File: config.mk
export PLATFORM = sky130hd
export DESIGN_NAME = usb_rx_data_buffer_flat
export DESIGN_NICKNAME = d
export VERILOG_FILES = /design/src/rtl/usb_pkg.sv /design/src/rtl/usb_rx_data_buffer_if.sv /design/src/rtl/usb_buf_ptr.sv /design/src/rtl/usb_rx_data_buffer.sv /design/src/flat_wrapper.sv
export SDC_FILE = /design/constraint.sdc
export NUM_CORES = 1
export LEC_CHECK = 0
export CAP_MARGIN = 20
export CORE_MARGIN = 2
export CORE_UTILIZATION = 65
export CTS_CLUSTER_SIZE = 8
export DETAILED_ROUTE_END_ITERATION = 12
export PLACE_DENSITY = 0.82
export SETUP_SLACK_MARGIN = 0.02
export SLEW_MARGIN = 15
export SYNTH_ARGS = -nofsm -noshare
export SYNTH_HDL_FRONTEND = slang
export SYNTH_HIERARCHICAL = 1
export SYNTH_SLANG_ARGS = --single-unit
File: constraint.sdc
create_clock -name clk -period 7.7 [get_ports clk]
set_input_delay 1.155 -clock clk [delete_from_list [all_inputs] [get_ports clk]]
set_output_delay 1.155 -clock clk [all_outputs]
set_load 0.01 [all_outputs]
File: src/rtl/usb_pkg.sv
// Shared USB definitions: buffer depth, byte type and the per-cycle FIFO operation bundle.
package usb_pkg;
  localparam int USB_BUF_DEPTH = 64;
  localparam int USB_OCC_W     = $clog2(USB_BUF_DEPTH + 1);

  typedef logic [7:0] usb_byte_t;

  typedef struct packed {
    logic push;
    logic pop;
  } usb_buf_op_t;
endpackage

File: src/rtl/usb_rx_data_buffer_if.sv
// Bus between the RX receiver / host side (master) and the receive byte FIFO (slave).
// rx_overflow is present only when USB_RXBUF_OVERFLOW_EN is defined.
interface usb_rx_data_buffer_if #(
  parameter int DEPTH = usb_pkg::USB_BUF_DEPTH
);
  localparam int OCC_W = $clog2(DEPTH + 1);

  logic             store_rx_packet_data;
  logic [7:0]       rx_packet_data;
  logic             flush;
  logic             clear;
  logic             get_rx_data;
  logic [7:0]       rx_data;
  logic [OCC_W-1:0] buffer_occupancy;
  logic             buffer_empty;
  logic             buffer_full;
`ifdef USB_RXBUF_OVERFLOW_EN
  logic             rx_overflow;
`endif

  modport master (
    output store_rx_packet_data, rx_packet_data, flush, clear, get_rx_data,
`ifdef USB_RXBUF_OVERFLOW_EN
    input  rx_overflow,
`endif
    input  rx_data, buffer_occupancy, buffer_empty, buffer_full
  );

  modport slave (
    input  store_rx_packet_data, rx_packet_data, flush, clear, get_rx_data,
`ifdef USB_RXBUF_OVERFLOW_EN
    output rx_overflow,
`endif
    output rx_data, buffer_occupancy, buffer_empty, buffer_full
  );
endinterface

File: src/rtl/usb_buf_ptr.sv
// Wrapping FIFO pointer with increment enable and synchronous zero.
module usb_buf_ptr #(
  parameter int W = 6
) (
  input  logic         clk,
  input  logic         n_rst,
  input  logic         zero,
  input  logic         inc,
  output logic [W-1:0] ptr
);
  // Natural binary wrap from 2**W-1 back to 0; zero beats inc.
  always_ff @(posedge clk) begin
    if (!n_rst)    ptr <= '0;
    else if (zero) ptr <= '0;
    else if (inc)  ptr <= ptr + 1'b1;
  end
endmodule

File: src/rtl/usb_rx_data_buffer.sv
// Receive-side byte FIFO between the USB RX receiver and the host interface.
// Optional sticky rx_overflow flag enabled by defining USB_RXBUF_OVERFLOW_EN.
module usb_rx_data_buffer
  import usb_pkg::*;
#(
  parameter int DEPTH = USB_BUF_DEPTH
) (
  input logic clk,
  input logic n_rst,
  usb_rx_data_buffer_if.slave bus
);
  localparam int PTR_W = $clog2(DEPTH);
  localparam int OCC_W = $clog2(DEPTH + 1);
  localparam logic [OCC_W-1:0] FULL_CNT = OCC_W'(DEPTH);

  if (DEPTH < 4 || DEPTH > 256 || (DEPTH & (DEPTH - 1)) != 0) begin : g_bad_depth
    $error("usb_rx_data_buffer: DEPTH must be a power of two in 4..256");
  end

  usb_byte_t        mem [DEPTH];
  logic [PTR_W-1:0] wptr;
  logic [PTR_W-1:0] rptr;
  logic [OCC_W-1:0] occ;
  logic             empty;
  logic             full;
  logic             zero;
  usb_buf_op_t      op;

  assign empty = (occ == '0);
  assign full  = (occ == FULL_CNT);
  assign zero  = bus.flush | bus.clear;

  // A push into a full buffer is only allowed when a pop frees the slot this cycle.
  assign op.pop  = bus.get_rx_data & ~empty;
  assign op.push = bus.store_rx_packet_data & (~full | op.pop);

  usb_buf_ptr #(.W(PTR_W)) u_wptr (
    .clk   (clk),
    .n_rst (n_rst),
    .zero  (zero),
    .inc   (op.push),
    .ptr   (wptr)
  );

  usb_buf_ptr #(.W(PTR_W)) u_rptr (
    .clk   (clk),
    .n_rst (n_rst),
    .zero  (zero),
    .inc   (op.pop),
    .ptr   (rptr)
  );

  always_ff @(posedge clk) begin
    if (n_rst && !zero && op.push) mem[wptr] <= bus.rx_packet_data;
  end

  always_ff @(posedge clk) begin
    if (!n_rst)    occ <= '0;
    else if (zero) occ <= '0;
    else begin
      case ({op.push, op.pop})
        2'b10:   occ <= occ + 1'b1;
        2'b01:   occ <= occ - 1'b1;
        default: occ <= occ;
      endcase
    end
  end

`ifdef USB_RXBUF_OVERFLOW_EN
  logic ovf;

  // Sticky until emptied; an empty request wins over a same-cycle violation.
  always_ff @(posedge clk) begin
    if (!n_rst)    ovf <= 1'b0;
    else if (zero) ovf <= 1'b0;
    else if ((bus.store_rx_packet_data & ~op.push) | (bus.get_rx_data & empty))
      ovf <= 1'b1;
  end

  assign bus.rx_overflow = ovf;
`endif

  assign bus.rx_data          = empty ? 8'h00 : mem[rptr];
  assign bus.buffer_occupancy = occ;
  assign bus.buffer_empty     = empty;
  assign bus.buffer_full      = full;
endmodule

File: src/flat_wrapper.sv
// flat-port wrapper written by rule: the top's interface ports become plain ports
module usb_rx_data_buffer_flat import usb_pkg::*;
#(
  parameter int DEPTH = USB_BUF_DEPTH
)
  (clk, n_rst, bus_store_rx_packet_data, bus_rx_packet_data, bus_flush, bus_clear, bus_get_rx_data, bus_rx_data, bus_buffer_occupancy, bus_buffer_empty, bus_buffer_full);
  usb_rx_data_buffer_if #(.DEPTH(DEPTH)) bus_i ();
  input logic clk;
  input logic n_rst;
  input wire logic [$bits(bus_i.store_rx_packet_data)-1:0] bus_store_rx_packet_data;
  input wire logic [$bits(bus_i.rx_packet_data)-1:0] bus_rx_packet_data;
  input wire logic [$bits(bus_i.flush)-1:0] bus_flush;
  input wire logic [$bits(bus_i.clear)-1:0] bus_clear;
  input wire logic [$bits(bus_i.get_rx_data)-1:0] bus_get_rx_data;
  output wire logic [$bits(bus_i.rx_data)-1:0] bus_rx_data;
  output wire logic [$bits(bus_i.buffer_occupancy)-1:0] bus_buffer_occupancy;
  output wire logic [$bits(bus_i.buffer_empty)-1:0] bus_buffer_empty;
  output wire logic [$bits(bus_i.buffer_full)-1:0] bus_buffer_full;
  assign bus_i.store_rx_packet_data = bus_store_rx_packet_data;
  assign bus_i.rx_packet_data = bus_rx_packet_data;
  assign bus_i.flush = bus_flush;
  assign bus_i.clear = bus_clear;
  assign bus_i.get_rx_data = bus_get_rx_data;
  assign bus_rx_data = bus_i.rx_data;
  assign bus_buffer_occupancy = bus_i.buffer_occupancy;
  assign bus_buffer_empty = bus_i.buffer_empty;
  assign bus_buffer_full = bus_i.buffer_full;
  usb_rx_data_buffer #(.DEPTH(DEPTH)) u_core (.clk(clk), .n_rst(n_rst), .bus(bus_i));
endmodule
Word-level counts from Yosys, hierarchy flattened --
Memory sizes are Yosys's and may differ from the RTL's. A register that Yosys moved wholly into a read port is not among the register bits. Index checks and enable logic that the tools add are counted.
Storage, ports and cells: register bits 19, RAM bits 512, output and inout bits 17, word-level logic and storage cells 30, memories kept 1
Operators by class: add/sub/neg operators 4, eq/ne operators 3, multiplexer cells 6, bitwise logic cells 7, reductions and logical operators 6
Memory list:
- u_core.mem | words 64, bits a word 8, rd ports 1, clocked after memory_dff 1, write ports 1, RTL line usb_rx_data_buffer.sv:20 | usb_byte_t mem [DEPTH];
Operators with widths (count):
- 7-bit one-hot mux with 2 select lines | 1
- 6-bit by 1-bit adder with 6-bit output, second input constant | 2
- 6-bit two-way mux | 2
- 8-bit two-way mux | 1
- 7-bit by 1-bit adder with 7-bit output, second input constant | 1
- 7-bit == test, second input constant | 1
- 7-bit zero test | 1
- 7-bit by 1-bit subtractor with 7-bit output, second input constant | 1
- 1-bit NOT | 3
- 1-bit bitwise AND | 2
- 2-bit by 1-bit == test with 1-bit output, second input constant | 1
- 2-bit == test, second input constant | 1
- 1-bit logical AND | 2
- 1-bit two-way mux | 2
- 1-bit bitwise OR | 2
- 2-bit nonzero test | 1
- 2-bit OR reduction | 1
- 1-bit zero test | 1

Logic depth before layout (Yosys ltp) --
depth in word-level cells 8, mapped depth 10, depth with buffers taken out 10

Modules after synthesis --
The synthesis kept the hierarchy.
By module, submodules not included:
- usb_rx_data_buffer | times used 1, cells an instance 995, area an instance 20469.6 um^2, seq. area each 15514.9 um^2
- usb_buf_ptr | times used 2, cells an instance 25, area an instance 245.2 um^2, seq. area each 120.1 um^2

Worst setup path after synthesis --
No wires, ideal clock.
kind input port to flip-flop, start point input port bus_store_rx_packet_data, end point register u_core.occ[6], in the netlist u_core/bus.buffer_occupancy[6], library setup time 0.074 ns, arrival time 3.409 ns, path slack 4.217 ns, stages on the path 9, path buffers 0, cell sequence nand2b_1 > a31oi_1 > ha_1 > nor2b_1 > o31a_1 > o21ai_2 > or4b_1 > a21o_1 > a31oi_1
Between the ends: longest elaborated chain between the ends 3, elaborated cells on any way between the ends 5
RTL lines:
- start, declared | RTL line flat_wrapper.sv:10 | input wire logic [$bits(bus_i.store_rx_packet_data)-1:0] bus_store_rx_packet_data;
- 1-bit bitwise AND * | RTL line usb_rx_data_buffer.sv:35 | assign op.push = bus.store_rx_packet_data & (~full | op.pop);
- 2-bit by 1-bit == test with 1-bit output / 2-bit == test (equally long branches) | RTL line usb_rx_data_buffer.sv:61 | case ({op.push, op.pop})
- 7-bit one-hot mux with 2 select lines / 2-bit nonzero test (equally long branches)
- end signal, assigned | RTL line usb_rx_data_buffer.sv:62 | 2'b10: occ <= occ + 1'b1;
- end signal, assigned | RTL line usb_rx_data_buffer.sv:63 | 2'b01: occ <= occ - 1'b1;
- end, declared | RTL line usb_rx_data_buffer.sv:23 | logic [OCC_W-1:0] occ;
Mark *: on every way between the ends. The rest lies on a longest branch, timed or not. A chain may end at the register's enable or synchronous reset.

==> flow_summary.yaml <==
worst_setup_path:
  reg2reg_depth: 6
  ff2ff_setup_slack_ps: 4530
  reg2reg_to: "u_core/mem[62][5]"
  crit_required_ps: 6550
  rr_startpoint: "u_core/bus.buffer_occupancy[4]"
  crit_path_start_kind: "flop"
  critPathMaxFanout: 46
  crit_path_end_kind: "primary output"
  cp.arrival_ps: 4130
  crit_type: "flop to primary output"
cts:
  cts_root_buffer: "clkbuf_16"
  cts_tree: "yes"
  clk_path_buf_depth: 3
  cts_sinks: 531
  clock_latency_ps: 580
  path_clk_slew_ps: 50
  h-tree-depth: 3
  cts-resized-gates: 0
  numCtsBuffers: 76
  postCtsSetupBuffers: 0
  postCtsHoldBufs: 0
timing:
  clock.fmax_mhz: 189
  finClkSkew_ps: 20.2
  slew_headroom: 0.230
  setup_tns_ps: 0
  finalCriticalPeriod_ps: 5280
  period_share: 0.686
  hold_viol_final: 0
  slew_violations: 0
  final-setup-viol-count: 0
  hold_ws_ps: 519
  rsz0062_at_grt: "false"
  worst_pin_slew_ps: 1150
synth:
  async_reset_ff_frac: 0
  synth_cell_type_count: 54
  synth_ff_type: "edfxtp_1"
  synth_nets: 1067
  ys_warn_count: 6
  synth-edff-count: 512
  yosysSeqAreaShare: 0.752
  netlist_instances: 1045
  synth_seq_cells: 531
  syn_area_um2: 21000
  syn_avg_cell_area_um2: 20.1
detailed_routing:
  antenna_left: 0
  vias: 11200
  post_drt_wl_per_cell_um: 31.9
  vias_per_cell: 7.31
  routed_wl_um: 48800
  remaining_drc_errors: 0
  drtIter0Drc: 1731
  drtPass1Iterations: 6
pwr:
  clockPowerShare: 0.477
  p_int_mw: 4.99
  power_frac_seq: 0.510
  switching_share: 0.199
  leakagePower_nw: 7.17
  power.total_mw: 6.23
  peakVddDrop_mv: 0.214
  power_density_nw_per_um2: 263
  combPwrFrac: 0.013
  switchingPower_mw: 1.24
cells_and_area:
  layout-drive-gt1-share: 0.213
  final_core_util: 0.748
  mostFrequentLayoutCells: "512 x edfxtp_1, 129 x mux4_2, 100 x nor2_1"
  syn_to_final_growth_pct: 12.9
  nets: 1132
  n_antenna_cell: 0
  layout_commonest_cell: "edfxtp_1"
floorplan:
  rows: 65
  fp.dieArea_um2: 33700
  io_pins: 31
  initial_utilization: 0.663
  fp.dieW_um: 184
  core_um2: 31600
  dieHeight_um: 184
global_routing:
  grt_pass1_vias: 11100
  grt_start_max_net_pins: 76
  track_usage: 0.300
  antenna_found_initial: 0
  grt_overflow: 0
  grt_pass1_wl_um: 72900
min_path:
  holdPathStages: 2
  worstHoldEndpoint: "u_core/u_rptr/ptr[5]"
  min_from: "u_core/u_rptr/ptr[5]"
  min_path_type: "flop to flop"
placement:
  numPortBuffers: 30
  hpwl_um: 26600
  gpl.final_weighted_congestion: 0.833
run_status:
  status: "completed"
run:
  max_cap_violations: 0
==> sequential cells by signal (all words and copies together), names as in the netlist <==
signal and count:
u_core/mem 512, u_core/u_wptr/ptr 6, u_core/bus.buffer_occupancy 7, u_core/u_rptr/ptr 6
==> cell usage after synthesis, types with 6 or more instances <==
cell type,number,area share
buf_4,9,0.0032
mux2i_1,15,0.0072
edfxtp_1,512,0.73
nor2_1,100,0.018
ha_1,7,0.0042
a211oi_1,8,0.0029
inv_1,10,0.0018
o22ai_1,23,0.0069
o221ai_1,8,0.0033
o21ai_0,10,0.0024
clkbuf_1,12,0.0021
xor2_1,6,0.0025
nand2_1,25,0.0045
nand2b_1,6,0.0018
buf_2,17,0.0041
nor2b_1,16,0.0048
dfxtp_1,19,0.018
mux4_2,129,0.14
o21ai_1,10,0.0024
a22oi_1,10,0.0036
a21oi_1,17,0.0041
nor3_1,11,0.0026
==> how the worst max path moves through the flow <==
| stage | slack (ps) | from | end | depth (start not counted) |
|---|---|---|---|---|
| 2_1_floorplan | 4220 | bus_store_rx_packet_data | u_core/bus.buffer_occupancy[6] | 9 |
| 3_3_place_gp | 3110 | u_core/u_rptr/ptr[0] | bus_rx_data[0] | 7 |
| 3_5_place_dp | 3080 | u_core/u_rptr/ptr[0] | bus_rx_data[7] | 7 |
| 4_1_cts | 2370 | u_core/u_rptr/ptr[0] | bus_rx_data[2] | 7 |
| 5_1_grt | 2180 | u_core/u_rptr/ptr[0] | bus_rx_data[2] | 7 |
| 6_report | 2420 | u_core/u_rptr/ptr[0] | bus_rx_data[2] | 7 |
==> power by group through the flow <==
stage / Combinational [mW] / Clock, mW / Sequential [mW]
after global routing: 0.0878 / 3.12 / 3.17
after global placement: 0.0738 / 0 / 3.23
final: 0.0808 / 2.97 / 3.17
after floorplan: 0.0211 / 0 / 3.23
after detailed placement: 0.0785 / 0 / 3.23
after CTS: 0.0788 / 3.00 / 3.18
==> critical path, cell delays in order, from the launching register on <==
cell and delay (ps):
dfxtp_4 980, buf_4 550, mux4_2 600, a22oi_1 230, nand2_1 100, a21oi_1 310, o22ai_1 200, clkdlybuf4s50_1 540
==> metrics by stage <==
stage | setup WS, ps | cells | cell area (um^2)
finish | 2420 | 1532 | 23700
global route | 2180 | 1532 | 23700
CTS | 2370 | 1531 | 23600
detailed placement | 3080 | 1433 | 21500
global placement | 3110 | 1433 | 21500
floorplan | 4220 | 1045 | 21000
==> area by class of cell <==
type | count | area (um^2)
Inverter | 10 | 37.5
Tap cell | 402 | 503
Clock inverter | 8 | 174
Timing Repair Buffer | 37 | 375
Fill cell | 1591 | 7980
Sequential cell | 531 | 15800
Clock buffer | 90 | 1960
Multi-Input combinational cell | 454 | 4840
==> metal layers <==
layer  up-vias  part of all wire  GRT usage
li1       4413                 -          -
met1      5806              0.37      0.427
met2       815              0.48      0.464
met3       159              0.11     0.0618
met4         0             0.046      0.128
met5         -                 0          0
==> cells by family after synthesis <==
group | share of synthesized area
buf+inv | 0.0173
compound gates | 0.0357
simple gates | 0.0399
flops | 0.752
xor+xnor | 0.00460
fa+ha+maj | 0.00513
mux | 0.146
Note: power is estimated with default switching activity, not from simulation.
==> patch (same settings) <==
Set the package constant `USB_BUF_DEPTH` to 128 (it was 64).
--- a/src/rtl/usb_pkg.sv
+++ b/src/rtl/usb_pkg.sv
@@ -1,5 +1,5 @@
 // Shared USB definitions: buffer depth, byte type and the per-cycle FIFO operation bundle.
 package usb_pkg;
-  localparam int USB_BUF_DEPTH = 64;
+  localparam int USB_BUF_DEPTH = 128;
   localparam int USB_OCC_W     = $clog2(USB_BUF_DEPTH + 1);
 
Ports: changed (resized bus_buffer_occupancy); port bits go from 31 to 32. No check against the original RTL was run, so the function may have changed too.
==> patch against the original RTL <==
Sequential share of layout area rose by 1.2 points. Cell area rose by 94%. Synthesized cell count rose by 92%. Synthesized area rose by 95%. Worst setup slack got worse by 690 ps. Routed wire length rose by 110%. Sequential cell count rose by 515. Via count rose by 96%. Power rose by 97%.
==> patch: results (changes against the original RTL) <==
placer congestion estimate - 0.888 (+6.6%)
synth top area cells - edfxtp_1 75%, mux4_2 12%, mux2i_1 3.0%, nor2_1 1.5%, dfxtp_1 1.1%
port buffer count - 31 (+3.3%)
layout net count - 2141 (+89%)
run status - completed
# setup viols final - 0 (unchanged)
peak supply drop - 0.263 mV (+23%)
Final Slew Violations - 0 (unchanged)
Commonest cells post-synth - 1024 x edfxtp_1, 212 x mux4_2, 164 x nor2_1, 122 x mux2i_1, 52 x nand2_1
Root Driver - clkbuf_16
syn_nets - 2033 (+91%)
EDFF count, synth - 1024 (+100%)
H-tree levels - 4 (+1)
Hold Path Class - reg2reg
Crit Path Max Fanout - 62 (+35%)
largest net degree at the start of global routing - 105 (+38%)
post-CTS setup repair buffer count - 0 (unchanged)
global-route wire length before repair - 151 mm (+110%)
post-synthesis sequential area ratio - 76.4% (+1.3 points)
register clock-pin slew on the reported worst setup and hold paths - 50 ps (about the same)
Most flops, register - u_core/mem
clock buffer count from CTS - 148 (+95%)
latest clock arrival within the worst-skew pair - 730 ps (+150 ps)
max FFs per register - 1024 (+100%)
Slew headroom - 24.0% (+1.0 points)
first-pass iteration count of the detailed router - 6 (unchanged)
wire length per cell - 34.0 um (+6.8%)
Initial DRC Count - 3369 (+95%)
post-synth cell types - 59 (+9.3%)
DP HPWL - 51.6 mm (+94%)
Synth Flop Type - edfxtp_1
vias in the first global route - 22200 (+99%)
clk_skew - 23.4 ps (+3.15 ps)
initial antenna violation count - 1 (+1)
share of cells above drive strength 1 - 20.4% (-0.94 points)
data arrival time of the worst path - 4820 ps (+690 ps)
Resized Gates After CTS - 0 (unchanged)
total of warnings raised by yosys - 6 (unchanged)
LEAKAGE - 13.8 nW (+92%)
most common cell after layout, fill and taps aside - edfxtp_1
Total GRT Usage - 32.8% (+2.8 points)
vias per cell - 7.32 (+0.21%)
CTS Buffer Depth - 3 (unchanged)
share of flip-flops with an asynchronous set or reset - 0% (unchanged)
-- patch: cell types whose count changed after synthesis, moves of 15 or more --
| cell | unedited run | this run |
|---|---|---|
| a211oi_1 | 8 | 41 |
| a22oi_1 | 10 | 35 |
| buf_2 | 17 | 48 |
| edfxtp_1 | 512 | 1024 |
| mux2i_1 | 15 | 122 |
| mux4_2 | 129 | 212 |
| nand2_1 | 25 | 52 |
| nor2_1 | 100 | 164 |
| o22ai_1 | 23 | 38 |
-- patch: through the flow --
stage	std cells	total power [mW]	worst slack [ps]	instance area [um2]	utilization, %
finish	2996	12.3	1730	46000	74.2
global route	2995	12.5	1620	46000	74.2
CTS	2993	12.3	1560	45900	74.2
detailed placement	2803	6.53	2430	41900	67.6
global placement	2803	6.52	2520	41900	67.6
floorplan	2010	6.41	4410	40800	-
-- patch: final cells by class --
class	instances	area (um2)
Antenna cell	1	2.50
Clock buffer	181	3960
Clock inverter	9	113
Fill cell	3166	16000
Inverter	7	26.3
Multi-Input combinational cell	853	9040
Sequential cell	1046	31200
Tap cell	837	1050
Timing Repair Buffer	62	601
-- patch: final timing paths --
| path | startpoint | end | slack, ps | depth (start not counted) |
|---|---|---|---|---|
| min | u_core/bus.buffer_occupancy[6]$_SDFFE_PP0P_ | u_core/bus.buffer_occupancy[6]$_SDFFE_PP0P_ | 500 | 2 |
| max | u_core/u_rptr/ptr[0]$_SDFFE_PP0P_ | bus_rx_data[4] | 1730 | 8 |
| max reg2reg | u_core/bus.buffer_occupancy[1]$_SDFFE_PP0P_ | u_core/mem[6][5]$_DFFE_PP_ | 3520 | 6 |
| min reg2reg | u_core/bus.buffer_occupancy[6]$_SDFFE_PP0P_ | u_core/bus.buffer_occupancy[6]$_SDFFE_PP0P_ | 500 | 2 |
-- patch: kinds of logic after synthesis --
logic type,after synthesis,share of synthesized area [%]
buffers and inverters,111,1.44
and+or+nand+nor,290,3.20
DFF,1046,76.4
AOI/OAI and AO/OA,200,3.46
adders and majority gates,9,0.294
muxes,341,14.9
xor gates and xnor gates,13,0.279
-- patch: worst max-delay path, stage by stage (launching register included) --
cell	delay (ps)
dfxtp_4	940
buf_12	500
mux4_2	610
a22o_1	280
a211oi_1	400
a21oi_1	170
o2111ai_1	300
o31ai_1	270
clkdlybuf4s50_1	550
-- patch: power breakdown --
| group | leakage, nW | internal, mW | switching (mW) |
|---|---|---|---|
| Clock | 1.98 | 3.55 | 2.28 |
| Sequential | 9.38 | 6.26 | 0.00244 |
| Combinational | 2.39 | 0.0334 | 0.131 |
-- patch: routing by layer --
layer	part of all wire [%]	GRT usage, %	up-vias	wire length (um)
li1	-	-	8500	-
met1	35	44.8	11200	35700
met2	49	51.4	1912	49900
met3	12	8.31	294	12100
met4	4.2	13.9	0	4270
met5	0	0	-	0
